`config.mk`:
```
export PLATFORM = sky130hd
export DESIGN_NAME = adder_seq_ctrl_flat
export DESIGN_NICKNAME = d
export VERILOG_FILES = /design/src/rtl/adder_seq_ctrl_pkg.sv /design/src/rtl/adder_seq_ctrl_if.sv /design/src/rtl/adder_seq_ctrl_key_debounce.sv /design/src/rtl/adder_seq_ctrl.sv /design/src/flat_wrapper.sv
export SDC_FILE = /design/constraint.sdc
export NUM_CORES = 1
export LEC_CHECK = 0
export CELL_PAD_IN_SITES_DETAIL_PLACEMENT = 1
export CELL_PAD_IN_SITES_GLOBAL_PLACEMENT = 2
export CORE_UTILIZATION = 35
export CTS_CLUSTER_DIAMETER = 50
export CTS_CLUSTER_SIZE = 8
export DETAILED_ROUTE_END_ITERATION = 12
export DONT_BUFFER_PORTS = 1
export GPL_TIMING_DRIVEN = 0
export MAX_ROUTING_LAYER = met4
export PLACE_DENSITY_LB_ADDON = 0.1
export SETUP_SLACK_MARGIN = 0.3
export SYNTH_ARGS = -nofsm -noshare
export SYNTH_HDL_FRONTEND = slang
export SYNTH_SLANG_ARGS = --single-unit
```
`constraint.sdc`:
```
create_clock -name CLOCK_50 -period 2.2 [get_ports CLOCK_50]
set_input_delay 0.33 -clock CLOCK_50 [delete_from_list [all_inputs] [get_ports CLOCK_50]]
set_output_delay 0.33 -clock CLOCK_50 [all_outputs]
set_load 0.01 [all_outputs]
```
`src/rtl/adder_seq_ctrl_pkg.sv`:
```
// Shared types and defaults for the adder sequencing controller.
// Holds the FSM state encoding and default parameter values.
package adder_ctrl_pkg;

    typedef enum logic [1:0] {
        S_A    = 2'b00,
        S_B    = 2'b01,
        S_ADD  = 2'b10,
        S_DONE = 2'b11
    } state_t;

    localparam int DEF_WIDTH        = 8;
    localparam int DEF_DEBOUNCE_CYC = 500000;

endpackage

```
`src/rtl/adder_seq_ctrl_if.sv`:
```
// Operand/result bus between the controller and the external adder.
// master: drives op_a/op_b, reads sum_in/cout_in; slave: the adder side.
interface adder_seq_ctrl_if #(
    parameter int WIDTH = 8
);
    logic [WIDTH-1:0] op_a;
    logic [WIDTH-1:0] op_b;
    logic [WIDTH-1:0] sum_in;
    logic             cout_in;

    modport master (
        output op_a,
        output op_b,
        input  sum_in,
        input  cout_in
    );

    modport slave (
        input  op_a,
        input  op_b,
        output sum_in,
        output cout_in
    );
endinterface

```
`src/rtl/adder_seq_ctrl_key_debounce.sv`:
```
// Push-button conditioner: 2-flop synchronizer, stability counter, press pulse.
// Ports: clk, rst_n, key_n (async, active-low) -> press (1-cycle, on debounced fall).
module key_debounce #(
    parameter int DEBOUNCE_CYC = 4
) (
    input  logic clk,
    input  logic rst_n,
    input  logic key_n,
    output logic press
);
    localparam int CW = (DEBOUNCE_CYC > 1) ? $clog2(DEBOUNCE_CYC) : 1;
    localparam logic [CW-1:0] LAST = CW'(DEBOUNCE_CYC - 1);

    logic [1:0]    sync;
    logic          level;
    logic [CW-1:0] cnt;

    always_ff @(posedge clk or negedge rst_n) begin
        if (!rst_n) begin
            sync  <= 2'b11;
            level <= 1'b1;
            cnt   <= '0;
            press <= 1'b0;
        end else begin
            sync  <= {sync[0], key_n};
            press <= 1'b0;
            if (sync[1] != level) begin
                if (cnt == LAST) begin
                    level <= sync[1];
                    cnt   <= '0;
                    // pulse only when the accepted level becomes pressed
                    press <= ~sync[1];
                end else begin
                    cnt <= cnt + 1'b1;
                end
            end else begin
                cnt <= '0;
            end
        end
    end
endmodule

```
`src/rtl/adder_seq_ctrl.sv`:
```
// Sequencing controller for the shared ripple adder: loads A then B on presses.
// Ports: CLOCK_50, resetn, key_n, sw_data, adder bus (master), result, carry, state, done.
// Optional: define ADDER_ACCUM_EN for running accumulation with sticky carry.
module adder_seq_ctrl
    import adder_ctrl_pkg::*;
#(
    parameter int WIDTH        = DEF_WIDTH,
    parameter int DEBOUNCE_CYC = DEF_DEBOUNCE_CYC
) (
    input  logic             CLOCK_50,
    input  logic             resetn,
    input  logic             key_n,
    input  logic [WIDTH-1:0] sw_data,
    adder_seq_ctrl_if.master adder,
    output logic [WIDTH-1:0] result,
    output logic             carry,
    output logic [1:0]       state,
    output logic             done
);
    state_t st;
    logic   press;

    key_debounce #(
        .DEBOUNCE_CYC(DEBOUNCE_CYC)
    ) u_key (
        .clk  (CLOCK_50),
        .rst_n(resetn),
        .key_n(key_n),
        .press(press)
    );

    assign state = st;

    always_ff @(posedge CLOCK_50 or negedge resetn) begin
        if (!resetn) begin
            st         <= S_A;
            adder.op_a <= '0;
            adder.op_b <= '0;
            result     <= '0;
            carry      <= 1'b0;
            done       <= 1'b0;
        end else begin
            case (st)
                S_A: begin
                    if (press) begin
                        adder.op_a <= sw_data;
                        st         <= S_B;
                    end
                end
                S_B: begin
                    if (press) begin
                        adder.op_b <= sw_data;
                        st         <= S_ADD;
                    end
                end
                S_ADD: begin
                    // operands settled last cycle, so the adder output is valid
                    result <= adder.sum_in;
`ifdef ADDER_ACCUM_EN
                    carry  <= carry | adder.cout_in;
`else
                    carry  <= adder.cout_in;
`endif
                    st     <= S_DONE;
                    done   <= 1'b1;
                end
                S_DONE: begin
                    if (press) begin
`ifdef ADDER_ACCUM_EN
                        adder.op_a <= result;
                        adder.op_b <= sw_data;
                        st         <= S_ADD;
`else
                        adder.op_a <= sw_data;
                        adder.op_b <= '0;
                        result     <= '0;
                        carry      <= 1'b0;
                        st         <= S_B;
`endif
                        done       <= 1'b0;
                    end
                end
                default: begin
                    st   <= S_A;
                    done <= 1'b0;
                end
            endcase
        end
    end
endmodule

```
`src/flat_wrapper.sv`:
```
// flat-port wrapper written by rule: the top's interface ports become plain ports
module adder_seq_ctrl_flat import adder_ctrl_pkg::*;
#(
    parameter int WIDTH        = DEF_WIDTH,
    parameter int DEBOUNCE_CYC = DEF_DEBOUNCE_CYC
)
  (CLOCK_50, resetn, key_n, sw_data, result, carry, state, done, adder_op_a, adder_op_b, adder_sum_in, adder_cout_in);
  adder_seq_ctrl_if #(.WIDTH(WIDTH)) adder_i ();
  input  logic CLOCK_50;
  input  logic resetn;
  input  logic key_n;
  input  logic [WIDTH-1:0] sw_data;
  output logic [WIDTH-1:0] result;
  output logic carry;
  output logic [1:0] state;
  output logic done;
  output wire logic [$bits(adder_i.op_a)-1:0] adder_op_a;
  output wire logic [$bits(adder_i.op_b)-1:0] adder_op_b;
  input wire logic [$bits(adder_i.sum_in)-1:0] adder_sum_in;
  input wire logic [$bits(adder_i.cout_in)-1:0] adder_cout_in;
  assign adder_op_a = adder_i.op_a;
  assign adder_op_b = adder_i.op_b;
  assign adder_i.sum_in = adder_sum_in;
  assign adder_i.cout_in = adder_cout_in;
  adder_seq_ctrl #(.WIDTH(WIDTH), .DEBOUNCE_CYC(DEBOUNCE_CYC)) u_core (.CLOCK_50(CLOCK_50), .resetn(resetn), .key_n(key_n), .sw_data(sw_data), .adder(adder_i), .result(result), .carry(carry), .state(state), .done(done));
endmodule
```
* Word level (Yosys, flattened, before mapping)
Cells that the tools add are included.
Word-level totals: output and inout bits 28, logic and storage cells 43, register bits 51
Cells by class: equality and inequality tests 8, multiplexer cells 14, reduce and logical (&&, ||, !) cells 9, add/sub/neg operators 1, bitwise logic cells 1
Operators with widths (number):
- 2-to-1 mux 19 bit | 2
- one-hot mux 8 bit (2 select lines) | 2
- adder 19 x 1 -> 19 bit, second input constant | 1
- equality test 19 bit, second input constant | 1
- 2-to-1 mux 8 bit | 2
- AND reduction 2 bit | 4
- one-hot mux 2 bit (3 select lines) | 1
- equality test 2 bit, second input constant | 2
- 2-to-1 mux 2 bit | 2
- != test 2 bit, second input constant | 2
- one-hot mux 1 bit (2 select lines) | 2
- nonzero test 2 bit | 2
- 2-to-1 mux 1 bit | 3
- AND reduction 3 bit | 1
- equality test 2 x 1 -> 1 bit, second input constant | 1
- zero test 2 bit | 1
- != test 2 x 1 -> 1 bit, second input constant | 1
- OR reduction 2 bit | 1
- != test 1 bit | 1
- inverter 1 bit | 1

* Longest topological paths before layout
depth after elaboration 4, mapped depth 6, depth with buffers taken out 5

* Cells and area by module
Synthesis repeated with hierarchy kept, for this count alone.
Unflattened totals: cell total of the unflattened synthesis 214, area, all modules 2471.1 um^2
Modules (own cells, without submodules):
- adder_seq_ctrl | area an instance 1348.8 um^2, cells an instance 104, times used 1
- key_debounce | area an instance 1122.3 um^2, cells an instance 110, times used 1

* Least setup slack after synthesis
No wires, ideal clock.
path kind reg-to-reg, from register u_core.u_key.cnt[0], to register u_core.u_key.level, data required time 2.118 ns, period minus slack after synthesis 1.828 ns, arrival time 1.746 ns, stages on the path, launching flop included 5, slack 0.372 ns, cell sequence dfrtp_1 -> ha_1 -> nand4_1 -> or4_4 -> mux2_4
On the way: longest elaborated chain between the ends 2
Ends and longest elaborated chain:
- from (decl) | line adder_seq_ctrl_key_debounce.sv:16 | logic [CW-1:0] cnt;
- from (signal assigned) | line adder_seq_ctrl_key_debounce.sv:34 | cnt <= cnt + 1'b1;
- equality test 19 bit | line adder_seq_ctrl_key_debounce.sv:28 | if (cnt == LAST) begin
- AND reduction 2 bit (no source line)
- to (signal assigned) | line adder_seq_ctrl_key_debounce.sv:29 | level <= sync[1];
- to (decl) | line adder_seq_ctrl_key_debounce.sv:15 | logic level;
Every way passes these cells. A chain may end at the register's enable or synchronous reset.

* Worst setup path after layout
from register u_core.u_key.cnt[7], to register u_core.u_key.level
The elaborated chain is that of the path after synthesis.

==> metrics.cfg <==
[clock_tree]
path_clk_slew_ns = 0.10
clkLatencyLatePin_ns = 0.31
ctsLongestPathBuffers = 2
cts-root-buf = clkbuf_8
htreeDepth = 2
cts.sinks = 51
cts_tree = done
cts_made_buffers = 5

[worst_setup_path]
path_class = flop to flop
critPathRequiredTime_ns = 2.44
worstSetupEndpointType = flop
r2r-start = u_core.u_key.cnt[7]
r2r_slack_ns = 0.37
crit_path_start_kind = flop
arrival_ns = 2.07
r2r-end = u_core.u_key.level
r2r_cells = 4
worstPathMaxFanout = 3

[logic_synthesis]
synth-main-ff-cell = dfrtp_1
synth-seq-cells = 51
synth_top_area_frac = 0.5061
syn_nets = 242
synth_area_mm2 = 0.002374
synth_area_leaders = dfrtp_1 51%, xnor2_1 4.4%, mux2i_1 3.8%, mux2_2 3.8%, dfstp_2 3.3%
ys_seq_area_frac = 0.5393
syn_inst = 217
yosys.area.top_type = dfrtp_1
synth_edf_count = 0
ys_warn_count = 0
async_reset_ff_frac = 1.000
yosysUniqueCellTypes = 37
syn_avg_cell_area_um2 = 10.94

[floorplan]
start_util = 0.3675
die_h_um = 84.35
placementRows = 29
die_w_um = 84.35
fp.dieArea_mm2 = 0.007115
core_area_mm2 = 0.006459
ios = 48

[grt]
grt_pass1_wl_um = 9059
grt_pass1_vias = 1780
grt_max_degree = 52
antenna_found_initial = 0
grt_use_total = 0.1683
grt-ovfl-total = 0

[timing]
maxSlewHeadroom = 0.6701
rsz0062_at_grt = true
finalCritPeriodShare = 0.8309
clock_skew_ns = 0.01249
hold_viol = 0
timing.fmax_mhz = 547.0
setup-violations-final = 0
post-route-min-period_ns = 1.828
timing_worst_slew_pin_value_ns = 0.4949
drv_slew = 0

[route]
routedWlPerCell_um = 17.65
vias_per_cell = 5.441
vias = 1692
dr.pass1.iters = 8
ant_nets = 0
drt_iter0_drc = 50
drc_errors = 8
wl_um = 5490

[power]
vdd_drop_max_v = 0.0003612
p_int_w = 0.001262
comb_power_share = 0.035
clkPwrFrac = 0.373
total_power_w = 0.001634
p_per_area_mw_per_mm2 = 605.4
netSwitchingFraction = 0.2274
netSwitchingPower_w = 0.0003716
leakagePower_nw = 1.068
p_seq_frac = 0.592

[min_path]
min_path_cells = 1
min_path_type = input port to flop
holdPathEnd = u_core.adder.op_a[1]
hold_start = sw_data[1]

[cells_and_area]
nFillCells = 723
multi_input_area_mm2 = 0.001026
syn_to_final_growth_pct = 13.71
final_cell_mix = 46 x dfrtp_1, 19 x nor2_1, 15 x nand2_1, 14 x inv_1, 12 x xnor2_1
nets = 258
antenna_cells = 0
finalNonFillerCells = 311
final_common_cell = dfrtp_1
register_area_mm2 = 0.001282
final_util = 0.4179
drive_above_1_share = 0.1838

[status]
failed_checks = design-rule violations
status = complete, but fails checks

[place]
placement.io_buffers = 0
dp_hpwl_um = 3825
gp_congestion = 0.7540
dp.cells = 294

[job]
cap_viol_max_count = 0

-- how the worst max path moves through the flow --
stage                                    start              endpoint  slack, ns  cells after the start
after floorplan            u_core.u_key.cnt[0]    u_core.u_key.level       0.37                      4
after global placement     u_core.u_key.cnt[0]   u_core.u_key.cnt[8]      0.007                      5
after detailed placement   u_core.u_key.cnt[0]   u_core.u_key.cnt[6]      -0.04                      5
after CTS                 u_core.u_key.cnt[12]   u_core.u_key.cnt[6]       0.30                      6
after global routing       u_core.u_key.cnt[1]  u_core.u_key.cnt[18]       0.24                      6
final                      u_core.u_key.cnt[7]    u_core.u_key.level       0.37                      4
-- sequential cells by signal, indices dropped and copies added, names as in the netlist --
register,cells
u_core.result,8
u_core.u_key.cnt,19
u_core.u_key.press,1
u_core.state,2
u_core.u_key.sync,2
u_core.adder.op_a,8
u_core.u_key.level,1
u_core.done,1
u_core.adder.op_b,8
u_core.carry,1
-- per-stage QoR --
| step | setup slack (ns) | hold slack, ns | TNS, ns | instance area (um^2) |
|---|---|---|---|---|
| final | 0.3720 | 0.1598 | 0 | 2699 |
| after global routing | 0.2445 | 0.1358 | 0 | 2699 |
| after CTS | 0.3031 | 0.1532 | 0 | 2651 |
| after detailed placement | -0.03604 | 0.03578 | -0.2743 | 2470 |
| after global placement | 0.006913 | 0.03547 | 0 | 2470 |
| after floorplan | 0.3722 | 0.03441 | 0 | 2374 |
-- cells by family (layout without fill, tap and decap cells) --
| group | Yosys count | count (layout) | synth area share |
|---|---|---|---|
| simple gates | 69 | 69 | 0.1529 |
| flops | 51 | 51 | 0.5393 |
| compound gates | 38 | 38 | 0.1112 |
| buf+inv | 22 | 39 | 0.03638 |
| mux | 18 | 18 | 0.08224 |
| xor+xnor | 14 | 14 | 0.05166 |
| fa+ha+maj | 5 | 5 | 0.02636 |
-- area by class of cell --
type	instances	area share
clock buffers	7	0.03570
plain buffers	8	0.01530
well taps	77	0.03570
repair buffers	9	0.03570
multi-input cells	144	0.3802
inverters	14	0.01947
flip-flops and latches	51	0.4752
clock inverters	1	0.002782
-- layer usage --
metal | part of all wire | routed length (um) | global-route usage | vias to the layer above
li1 | - | - | - | 791
met1 | 0.44 | 2390 | 0.1950 | 859
met2 | 0.51 | 2788 | 0.2914 | 34
met3 | 0.042 | 231 | 0.03933 | 8
met4 | 0.015 | 80 | 0.05085 | 0
met5 | 0 | 0 | - | -
-- power groups by stage --
| stage | clock [W] | sequential [W] | combinational, W |
|---|---|---|---|
| 6_report | 0.000609 | 0.000967 | 0.0000577 |
| 5_1_grt | 0.000675 | 0.000970 | 0.0000664 |
| 4_1_cts | 0.000622 | 0.000967 | 0.0000588 |
| 3_5_place_dp | 0 | 0.000986 | 0.0000282 |
| 3_3_place_gp | 0 | 0.000984 | 0.0000259 |
| 2_1_floorplan | 0 | 0.000982 | 0.0000217 |
-- worst max-delay path: stages (launching register included) --
cell,delay (ns)
dfrtp_2,0.44
nor4_4,0.28
nand4_2,0.15
or4_4,0.59
mux2_4,0.31
-- timing repair --
item | in CTS | in global routing
pin swaps | 3 | 2
setup endpoints to repair | 20 | 28
hold buffers | 3 | 0
gates cloned | 0 | 0
resized for setup | 0 | 13
setup buffers | 4 | 2
endpoints found under the hold margin | 52 | 0
-- synth_stat cells, types with 4 or more instances --
cell	count
a21oi_1	5
a2bb2oi_1	8
clkbuf_1	7
dfrtp_1	48
ha_1	5
inv_1	14
mux2_2	8
mux2i_1	9
nand2_1	15
nand3_1	8
nor2_1	19
nor4_1	4
o21ai_0	11
o22ai_1	10
xnor2_1	12
Note: power is estimated with default switching activity, not from simulation.
